## config.mk

```make
export PLATFORM = sky130hd
export DESIGN_NAME = multi_cycle_ctrl
export DESIGN_NICKNAME = d
export VERILOG_FILES = /design/src/rtl/mc_ctrl_pkg.sv /design/src/rtl/mc_opcode_decode.sv /design/src/rtl/multi_cycle_ctrl.sv
export SDC_FILE = /design/constraint.sdc
export NUM_CORES = 1
export LEC_CHECK = 0
export CAP_MARGIN = 40
export CORE_MARGIN = 10
export CORE_UTILIZATION = 51
export CTS_CLUSTER_SIZE = 30
export DETAILED_ROUTE_END_ITERATION = 7
export PLACE_DENSITY = 0.9
export SLEW_MARGIN = 10
export SYNTH_ARGS = -nofsm -noshare
export SYNTH_HDL_FRONTEND = slang
export SYNTH_HIERARCHICAL = 1
export SYNTH_SLANG_ARGS = --single-unit
```

## constraint.sdc

```tcl
create_clock -name clk -period 7.8 [get_ports clk]
set_input_delay 2.34 -clock clk [delete_from_list [all_inputs] [get_ports clk]]
set_output_delay 2.34 -clock clk [all_outputs]
set_load 0.05 [all_outputs]
```

## src/rtl/mc_ctrl_pkg.sv

```systemverilog
// mc_ctrl_pkg: shared encodings for the multi-cycle MIPS controller
package mc_ctrl_pkg;

    typedef enum logic [3:0] {
        S_FETCH  = 4'd0,
        S_DECODE = 4'd1,
        S_MEMADR = 4'd2,
        S_MEMRD  = 4'd3,
        S_MEMWB  = 4'd4,
        S_MEMWR  = 4'd5,
        S_EXEC   = 4'd6,
        S_ALUWB  = 4'd7,
        S_BR     = 4'd8,
        S_JMP    = 4'd9,
        S_JALWB  = 4'd10,
        S_TRAP   = 4'd11
    } state_t;

    typedef enum logic [3:0] {
        CL_LOAD,
        CL_STORE,
        CL_R,
        CL_IALU,
        CL_BEQ,
        CL_BNE,
        CL_J,
        CL_JAL,
        CL_ILL
    } op_class_t;

    localparam logic [5:0] OP_RTYPE = 6'b000000;
    localparam logic [5:0] OP_J     = 6'b000010;
    localparam logic [5:0] OP_JAL   = 6'b000011;
    localparam logic [5:0] OP_BEQ   = 6'b000100;
    localparam logic [5:0] OP_BNE   = 6'b000101;
    localparam logic [5:0] OP_ADDI  = 6'b001000;
    localparam logic [5:0] OP_ADDIU = 6'b001001;
    localparam logic [5:0] OP_SLTI  = 6'b001010;
    localparam logic [5:0] OP_ANDI  = 6'b001100;
    localparam logic [5:0] OP_ORI   = 6'b001101;
    localparam logic [5:0] OP_XORI  = 6'b001110;
    localparam logic [5:0] OP_LUI   = 6'b001111;
    localparam logic [5:0] OP_LB    = 6'b100000;
    localparam logic [5:0] OP_LH    = 6'b100001;
    localparam logic [5:0] OP_LW    = 6'b100011;
    localparam logic [5:0] OP_SB    = 6'b101000;
    localparam logic [5:0] OP_SH    = 6'b101001;
    localparam logic [5:0] OP_SW    = 6'b101011;

    localparam logic [3:0] ALU_ADD   = 4'b0000;
    localparam logic [3:0] ALU_SUB   = 4'b0001;
    localparam logic [3:0] ALU_OR    = 4'b0010;
    localparam logic [3:0] ALU_SLT   = 4'b0011;
    localparam logic [3:0] ALU_BNE   = 4'b0110;
    localparam logic [3:0] ALU_AND   = 4'b1010;
    localparam logic [3:0] ALU_LUI   = 4'b1011;
    localparam logic [3:0] ALU_XOR   = 4'b1100;
    localparam logic [3:0] ALU_RTYPE = 4'b1111;

    localparam logic [1:0] SRCB_B      = 2'd0;
    localparam logic [1:0] SRCB_FOUR   = 2'd1;
    localparam logic [1:0] SRCB_IMM    = 2'd2;
    localparam logic [1:0] SRCB_IMM_SH = 2'd3;

    localparam logic [1:0] PCSRC_ALU    = 2'd0;
    localparam logic [1:0] PCSRC_ALUOUT = 2'd1;
    localparam logic [1:0] PCSRC_JUMP   = 2'd2;

    localparam logic [1:0] LS_WORD = 2'b11;
    localparam logic [1:0] LS_BYTE = 2'b01;
    localparam logic [1:0] LS_HALF = 2'b00;

endpackage

```

## src/rtl/mc_opcode_decode.sv

```systemverilog
// mc_opcode_decode: classifies an opcode and supplies its aluop, extension mode and access size
module mc_opcode_decode
    import mc_ctrl_pkg::*;
(
    input  logic [5:0] op,
    output op_class_t  cls,
    output logic [3:0] aluop,
    output logic       ext_op,
    output logic [1:0] ls_flag
);

    // opcode lookup; anything unlisted is illegal
    always_comb begin
        cls     = CL_ILL;
        aluop   = ALU_ADD;
        ext_op  = 1'b1;
        ls_flag = LS_HALF;
        case (op)
            OP_LW:    begin cls = CL_LOAD;  ls_flag = LS_WORD; end
            OP_LB:    begin cls = CL_LOAD;  ls_flag = LS_BYTE; end
            OP_LH:    cls = CL_LOAD;
            OP_SW:    begin cls = CL_STORE; ls_flag = LS_WORD; end
            OP_SB:    begin cls = CL_STORE; ls_flag = LS_BYTE; end
            OP_SH:    cls = CL_STORE;
            OP_RTYPE: begin cls = CL_R;     aluop = ALU_RTYPE; end
            OP_ADDI,
            OP_ADDIU: cls = CL_IALU;
            OP_SLTI:  begin cls = CL_IALU;  aluop = ALU_SLT; end
            OP_LUI:   begin cls = CL_IALU;  aluop = ALU_LUI; end
            OP_ANDI:  begin cls = CL_IALU;  aluop = ALU_AND; ext_op = 1'b0; end
            OP_ORI:   begin cls = CL_IALU;  aluop = ALU_OR;  ext_op = 1'b0; end
            OP_XORI:  begin cls = CL_IALU;  aluop = ALU_XOR; ext_op = 1'b0; end
            OP_BEQ:   begin cls = CL_BEQ;   aluop = ALU_SUB; end
            OP_BNE:   begin cls = CL_BNE;   aluop = ALU_BNE; end
            OP_J:     cls = CL_J;
            OP_JAL:   cls = CL_JAL;
            default:  ;
        endcase
    end

endmodule

```

## src/rtl/multi_cycle_ctrl.sv

```systemverilog
// multi_cycle_ctrl: multi-cycle MIPS sequencer; define MULTI_CYCLE_CTRL_TRAP_EN to trap illegal opcodes
module multi_cycle_ctrl
    import mc_ctrl_pkg::*;
(
    input  logic       clk,
    input  logic       rst_n,
    input  logic [5:0] opCode,
    input  logic       memReady,
    output logic       pcWrite,
    output logic       branch,
    output logic       nebranch,
    output logic       iorD,
    output logic       irWrite,
    output logic       memRead,
    output logic       memWrite,
    output logic       memToReg,
    output logic       regDst,
    output logic       regWrite,
    output logic       jal,
    output logic       aluSrcA,
    output logic [1:0] aluSrcB,
    output logic [3:0] aluop,
    output logic [1:0] pcSource,
    output logic       ExtOp,
    output logic [1:0] ls_flag,
    output logic [3:0] state
`ifdef MULTI_CYCLE_CTRL_TRAP_EN
    ,
    output logic       illegalOp
`endif
);

`ifdef MULTI_CYCLE_CTRL_TRAP_EN
    localparam state_t ILL_NEXT = S_TRAP;
`else
    localparam state_t ILL_NEXT = S_FETCH;
`endif

    state_t     cur, nxt;
    logic [5:0] op_q;
    logic [5:0] op_dec;
    op_class_t  cls;
    logic [3:0] dec_aluop;
    logic       dec_ext;
    logic [1:0] dec_ls;

    // DECODE must branch on the opcode being latched this very cycle
    assign op_dec = (cur == S_DECODE) ? opCode : op_q;
    assign state  = cur;

    mc_opcode_decode u_dec (
        .op      (op_dec),
        .cls     (cls),
        .aluop   (dec_aluop),
        .ext_op  (dec_ext),
        .ls_flag (dec_ls)
    );

    // state register and opcode capture at the end of DECODE
    always_ff @(posedge clk or negedge rst_n) begin
        if (!rst_n) begin
            cur  <= S_FETCH;
            op_q <= '0;
        end else begin
            cur <= nxt;
            if (cur == S_DECODE) op_q <= opCode;
        end
    end

    // next state and strobes; everything forced low while reset is held
    always_comb begin
        nxt      = cur;
        pcWrite  = 1'b0;
        branch   = 1'b0;
        nebranch = 1'b0;
        iorD     = 1'b0;
        irWrite  = 1'b0;
        memRead  = 1'b0;
        memWrite = 1'b0;
        memToReg = 1'b0;
        regDst   = 1'b0;
        regWrite = 1'b0;
        jal      = 1'b0;
        aluSrcA  = 1'b0;
        aluSrcB  = SRCB_B;
        aluop    = ALU_ADD;
        pcSource = PCSRC_ALU;
        ExtOp    = 1'b0;
        ls_flag  = LS_HALF;
`ifdef MULTI_CYCLE_CTRL_TRAP_EN
        illegalOp = 1'b0;
`endif
        if (rst_n) begin
            case (cur)
                S_FETCH: begin
                    memRead = 1'b1;
                    aluSrcB = SRCB_FOUR;
                    irWrite = memReady;
                    pcWrite = memReady;
                    nxt     = memReady ? S_DECODE : S_FETCH;
                end
                S_DECODE: begin
                    aluSrcB = SRCB_IMM_SH;
                    nxt = (cls == CL_LOAD || cls == CL_STORE) ? S_MEMADR :
                          (cls == CL_R    || cls == CL_IALU)  ? S_EXEC   :
                          (cls == CL_BEQ  || cls == CL_BNE)   ? S_BR     :
                          (cls == CL_J)                       ? S_JMP    :
                          (cls == CL_JAL)                     ? S_JALWB  : ILL_NEXT;
                end
                S_MEMADR: begin
                    aluSrcA = 1'b1;
                    aluSrcB = SRCB_IMM;
                    ExtOp   = 1'b1;
                    ls_flag = dec_ls;
                    nxt     = (cls == CL_LOAD) ? S_MEMRD : S_MEMWR;
                end
                S_MEMRD: begin
                    memRead = 1'b1;
                    iorD    = 1'b1;
                    ls_flag = dec_ls;
                    nxt     = memReady ? S_MEMWB : S_MEMRD;
                end
                S_MEMWB: begin
                    regWrite = 1'b1;
                    memToReg = 1'b1;
                    nxt      = S_FETCH;
                end
                S_MEMWR: begin
                    memWrite = 1'b1;
                    iorD     = 1'b1;
                    ls_flag  = dec_ls;
                    nxt      = memReady ? S_FETCH : S_MEMWR;
                end
                S_EXEC: begin
                    aluSrcA = 1'b1;
                    aluSrcB = (cls == CL_R) ? SRCB_B : SRCB_IMM;
                    aluop   = dec_aluop;
                    ExtOp   = dec_ext;
                    nxt     = S_ALUWB;
                end
                S_ALUWB: begin
                    regWrite = 1'b1;
                    regDst   = (cls == CL_R);
                    nxt      = S_FETCH;
                end
                S_BR: begin
                    aluSrcA  = 1'b1;
                    pcSource = PCSRC_ALUOUT;
                    aluop    = dec_aluop;
                    branch   = (cls == CL_BEQ);
                    nebranch = (cls == CL_BNE);
                    nxt      = S_FETCH;
                end
                S_JMP: begin
                    pcWrite  = 1'b1;
                    pcSource = PCSRC_JUMP;
                    nxt      = S_FETCH;
                end
                S_JALWB: begin
                    regWrite = 1'b1;
                    jal      = 1'b1;
                    pcWrite  = 1'b1;
                    pcSource = PCSRC_JUMP;
                    nxt      = S_FETCH;
                end
`ifdef MULTI_CYCLE_CTRL_TRAP_EN
                S_TRAP: begin
                    illegalOp = 1'b1;
                    nxt       = S_TRAP;
                end
`endif
                default: nxt = S_FETCH;
            endcase
        end
    end

endmodule

```

==> results of run 1 <==
## worst max path at each step
stage                    from    endpoint  slack [ns]  cells after the start
finish              opCode[3]  aluSrcB[1]        0.42                     10
global route        opCode[3]  aluSrcB[1]        0.26                     10
CTS                 opCode[1]      branch        0.04                      8
detailed placement  opCode[1]      branch        0.11                      8
global placement    opCode[2]      branch        0.41                      8
floorplan           opCode[2]    nebranch        0.59                      7
## cells by family after synthesis
| kind of cell | after synthesis |
|---|---|
| xor gates and xnor gates | 4 |
| buffers and inverters | 19 |
| muxes | 8 |
| AOI/OAI and AO/OA | 38 |
| DFF | 10 |
| and+or+nand+nor | 80 |
## flip-flops by register name, summed over array words and instances, names as in the netlist
signal	count
op_q	6
state	4
## where the power goes
| part | leakage (nW) | internal [mW] | switching (mW) |
|---|---|---|---|
| combinational | 0.451 | 0.188 | 0.301 |
| sequential | 0.124 | 0.0738 | 0.0381 |
| clock | 0.0210 | 0.0284 | 0.0175 |
## per-layer routing
| layer | vias up | part of all wire | global-route usage |
|---|---|---|---|
| met2 | 71 | 0.50 | 0.2872 |
| met4 | 0 | 0.017 | 0.05025 |
| met3 | 6 | 0.091 | 0.03752 |
| met5 | - | 0 | 0 |
| met1 | 576 | 0.39 | 0.1622 |
| li1 | 616 | - | - |
## cell type report
class / count / area, sq um / share of cell area
inverter: 5 / 18.77 / 0.01192
multi-input combinational: 130 / 855.8 / 0.5437
tap: 28 / 35.03 / 0.02226
clock buffer: 4 / 36.28 / 0.02305
sequential: 10 / 250.2 / 0.1590
timing repair buffer: 36 / 377.9 / 0.2401
## metrics by stage
stage | setup slack [ns] | power (mW)
2_1_floorplan | 0.5910 | 0.4987
3_3_place_gp | 0.4102 | 0.5676
3_5_place_dp | 0.1134 | 0.5879
4_1_cts | 0.03991 | 0.6382
5_1_grt | 0.2646 | 0.6956
6_report | 0.4203 | 0.6473
## critical path, stage by stage
cell,delay [ns]
clkdlybuf4s50_1,0.46
mux2_2,0.31
or2_1,0.18
nand2_1,0.08
a2111oi_2,0.68
nor4b_1,0.41
a211oi_1,0.14
a21oi_1,0.16
nor2_1,0.09
buf_12,0.18
## what timing repair did
item | 4_1_cts | 5_1_grt
gates resized for setup | 0 | 2
endpoints found under the hold margin | 0 | 0
endpoints found under the setup margin | 0 | 1
## Yosys cell counts, drive strengths merged, types with 3 or more instances
master  count  area share
a21oi      13       0.055
and2        8       0.042
buf        11       0.056
clkbuf      3      0.0095
dfrtp      10        0.21
inv         5       0.016
mux2        7       0.066
nand2      12       0.038
nand2b      6       0.032
nand3       3       0.013
nand3b      3       0.019
nor2       16       0.050
nor2b       6       0.032
nor3        7       0.034
nor3b       3       0.019
nor4b       3       0.035
o21a        4       0.025
o21ai       7       0.029
xnor2       3       0.022
## cells in the final DEF (no fill, tap or decap), types with 2 or more instances in the layout
master            n
buf_4             2
mux2_2            7
nor2b_1           6
clkdlybuf4s50_1  31
nor3b_1           3
nand4_1           2
nor3_1            6
nand3_1           3
nand2b_1          6
or3_1             2
o21ai_1           3
xnor2_1           3
clkbuf_4          3
a21o_1            2
dfrtp_1          10
o21ai_0           4
a211oi_1          2
o21a_1            4
a21oi_1          13
and2_1            8
inv_1             5
o22ai_1           2
buf_12            2
nand3b_1          3
nor2_1           16
nand2_1          12
==> metrics.cfg, run 1 <==
[worst_setup_path]
crit_fanout=15
r2r_start=state[0]$_DFFE_PN0P_
cp.arrival_ns=5.04
rrSetupSlack_ns=4.16
cp-start-kind=input port
timing.rr.end=state[2]$_DFFE_PN0P_
crit_path_end_kind=primary output
worstPathRequired_ns=5.46
path_class=input port to primary output
reg2reg_depth=9

[detailed_routing]
wl_per_cell_um=16.61
drtAntennaViolNets=0
finalWirelength_um=3538
drt-initial-drc-count=111
drc=0
vias=1269
first_pass_iters=4
vias_per_cell=5.958

[power_and_ir_drop]
powerDensity_nw_per_um2=411.3
p_leak_nw=0.5957
ir_drop_uv=362.4

[final_layout]
post-route-util=0.7115
drive_above_1_share=0.1243
antenna_cells=0
fin_nets=195
design_area_sq_um=1574
area_delta_synth_final_pct=32.28
fillers=179
fin_cells=213

[logic_synthesis]
yosys.area_share.simple=0.3901
yosys_warnings=6
synth_top_family_by_area=simple AND/OR/NAND/NOR gates
syn_avg_cell_area_sq_um=7.484
synth_edf_count=0
syn_nets=168
seq_area_frac_synth=0.2103
yosys.area_share.adder=0
synth_area_sq_um=1190
synth-compound-area-share=0.2145
yosysUniqueCellTypes=47
synth.ff_latch_count=10
synth_flop_cell=dfrtp_1
synthMuxAreaShare=0.07466
synth_xor_area_frac=0.02944
synthCells=159
synth-async-reset-ratio=1.000

[timing]
hold_slack_ns=0.6197
slew_viol_final=0
finalClockSkew_ns=0.0007201
rsz0062_at_grt=false
min_period_over_period=0.9461
worstMarginPinSlew_ns=0.6807
setup_viol=0
finalSetupTns_ns=0
fmax_mhz=135.5
min_period_ns=7.380
hold_violations=0
slew_headroom=0.5391

[hold_path]
hold_class=flop to flop
hold_depth=1
min_to=op_q[4]$_DFF_PN0_
hold_start=op_q[4]$_DFF_PN0_

[place]
port_buffers=35
gp_congestion=0.9503
hpwl_um=2636
place_area_sq_um=1529
placed_cells=209

[die]
row_count=17
core_area_sq_um=2212
die_area_sq_um=4665
fp.dieW_um=68.30
boundaryPins=36
initial_core_util=0.5379
die_y_um=68.30

[clock_tree]
path_clk_slew_ns=0.06
cts_tree=built
worstSkewPairLatency_ns=0.26
cts_setup_buffers=0
cts_buffers=3
cts_hold_repair.buffers=0
cts.sinks=10
cts-root-buf=clkbuf_4
htree_levels=1
clk_path_buf_depth=2

[grt]
antenna_found_initial=0
grt_first_pass_wirelength_um=5568
grt_max_degree=21
grt_overflow_total=0
grt_pass1_vias=1153
grtUsageTotal=0.1530

[status]
status=complete, no violations

[job]
maxCapViolCount=0

Note: power is estimated with default switching activity, not from simulation.
==> inputs of run 2 (changes only) <==
--- a/config.mk
+++ b/config.mk
@@ -7,10 +7,10 @@
 export LEC_CHECK = 0
 export CAP_MARGIN = 40
 export CORE_MARGIN = 10
-export CORE_UTILIZATION = 51
+export CORE_UTILIZATION = 42
 export CTS_CLUSTER_SIZE = 30
 export DETAILED_ROUTE_END_ITERATION = 7
-export PLACE_DENSITY = 0.9
+export PLACE_DENSITY = 0.8
 export SLEW_MARGIN = 10
 export SYNTH_ARGS = -nofsm -noshare
 export SYNTH_HDL_FRONTEND = slang
==> constraint.sdc (replaced) <==
create_clock -name clk -period 6.5 [get_ports clk]
set_input_delay 1.95 -clock clk [delete_from_list [all_inputs] [get_ports clk]]
set_output_delay 1.95 -clock clk [all_outputs]
set_load 0.05 [all_outputs]
==> run 2 against run 1 <==
Worst setup slack got worse by 0.23 ns. Clock skew increased by 0.0054 ns. Global-route usage shrank 2.9 points. Sequential share of layout area grew 0.051 points. Design area is 0.32% lower. Flip-flop and latch count unchanged. Core utilization fell by 14 points. Non-clock buffer count up 2. Critical path depth did not move. Sequential power grew 19%.
==> metrics.cfg, run 2 (synthesis results as in run 1) <==
[final_layout]
regMostFlops=op_q
final_common_cell=clkdlybuf4s50_1
fin_cells=217
fillers=244
largest_register_ffs=6
post-route-util=0.5739
multi_input_area_sq_um=858.3
final_cell_mix=18 x clkdlybuf4s50_1, 16 x nor2_1, 16 x buf_4
drive_above_1_share=0.1989
fin_nets=197
seqCellArea_sq_um=250.2
area_delta_synth_final_pct=31.86
antenna_cells=0

[die]
boundaryPins=36
initial_core_util=0.4352
die_y_um=73.23
die_area_sq_um=5362
fp.dieW_um=73.23
row_count=19
core_area_sq_um=2734

[clock_tree]
path_clk_slew_ns=0.06
clk_path_buf_depth=2
htree_levels=1
cts.sinks=10
cts-root-buf=clkbuf_4
cts_hold_repair.buffers=0
cts_tree=built
worstSkewPairLatency_ns=0.27
cts_buffers=3

[job]
maxCapViolCount=0

[power_and_ir_drop]
p_leak_nw=0.6207
powerDensity_nw_per_um2=488.4
ir_drop_uv=356.8

[detailed_routing]
vias=1273
finalWirelength_um=3340
first_pass_iters=4
wl_per_cell_um=15.39
vias_per_cell=5.866
drc=0
drt-initial-drc-count=137
drtAntennaViolNets=0

[timing]
setup_viol=0
min_period_ns=6.309
hold_violations=0
finalSetupTns_ns=0
hold_slack_ns=0.6095
slew_headroom=0.5781
min_period_over_period=0.9707
rsz0062_at_grt=true
worstMarginPinSlew_ns=0.6271
finalClockSkew_ns=0.006139
worst_slack_ns=0.1905
fmax_mhz=158.5
slew_viol_final=0

[worst_setup_path]
path_class=input port to primary output
critPathMaxStageDelay_ns=0.45
crit_fanout=15
cp_cell_sequence=clkdlybuf4s50_1 -> mux2_2 -> or2_1 -> nand2_1 -> a2111oi_2 -> nor4b_1 -> a211oi_1 -> a21oi_1 -> nor2_1 -> buf_12
cp.arrival_ns=4.36
cp-start-kind=input port
slowest_stage=clkdlybuf4s50_1
crit_family=simple AND/OR/NAND/NOR gates
worstPathRequired_ns=4.55
crit_path_end_kind=primary output
cp_num_buf_inv=2

[grt]
antenna_found_initial=0
grt_pass1_vias=1238
grt_overflow_total=0
grt_max_degree=21
grt_first_pass_wirelength_um=5575
grtUsageTotal=0.1243

[place]
placed_cells=214
port_buffers=35
dp_worst_setup_slack_ns=0.1963
hpwl_um=2558
gp_congestion=0.8354

[hold_path]
hold_class=flop to flop

[status]
status=complete, no violations

==> run 2: worst paths after layout <==
check | startpoint | to | slack, ns | depth (start not counted)
setup / recovery | opCode[3] | aluSrcB[1] | 0.19 | 10
hold / removal | op_q[4]$_DFF_PN0_ | op_q[4]$_DFF_PN0_ | 0.61 | 1
setup reg to reg | state[0]$_DFFE_PN0P_ | state[2]$_DFFE_PN0P_ | 2.98 | 9
hold reg to reg | op_q[4]$_DFF_PN0_ | op_q[4]$_DFF_PN0_ | 0.61 | 1
max in group asynchronous | rst_n | op_q[3]$_DFF_PN0_ | 4.01 | 2
min in group asynchronous | rst_n | state[0]$_DFFE_PN0P_ | 2.00 | 1
==> run 2: layout make-up <==
cell class                 instances  area share
sequential                        10      0.1595
inverter                           5     0.01196
clock buffer                       3     0.01435
timing repair buffer              38      0.2424
multi-input combinational        130      0.5471
tap                               31     0.02472
==> run 2: what timing repair did <==
action / 4_1_cts / 5_1_grt
setup endpoints to repair: 0 / 1
gates resized for setup: 0 / 1
buffers inserted: 0 / 0
==> run 2: per-layer routing <==
metal,part of all wire,global-route usage
met4,0.027,0.06329
met5,0,0
met3,0.065,0.03673
met1,0.40,0.1390
met2,0.50,0.2073
==> run 2: metrics by stage <==
step / total power [mW] / instance area, sq um
detailed placement: 0.7181 / 1538
global route: 0.8246 / 1569
global placement: 0.6934 / 1538
floorplan: 0.5984 / 1196
finish: 0.7663 / 1569
CTS: 0.7623 / 1560
==> run 2: report_power, final <==
part / switching, mW / internal [mW] / total (mW)
Clock: 0.0206 / 0.0214 / 0.0420
Combinational: 0.358 / 0.234 / 0.591
Sequential: 0.0444 / 0.0886 / 0.133
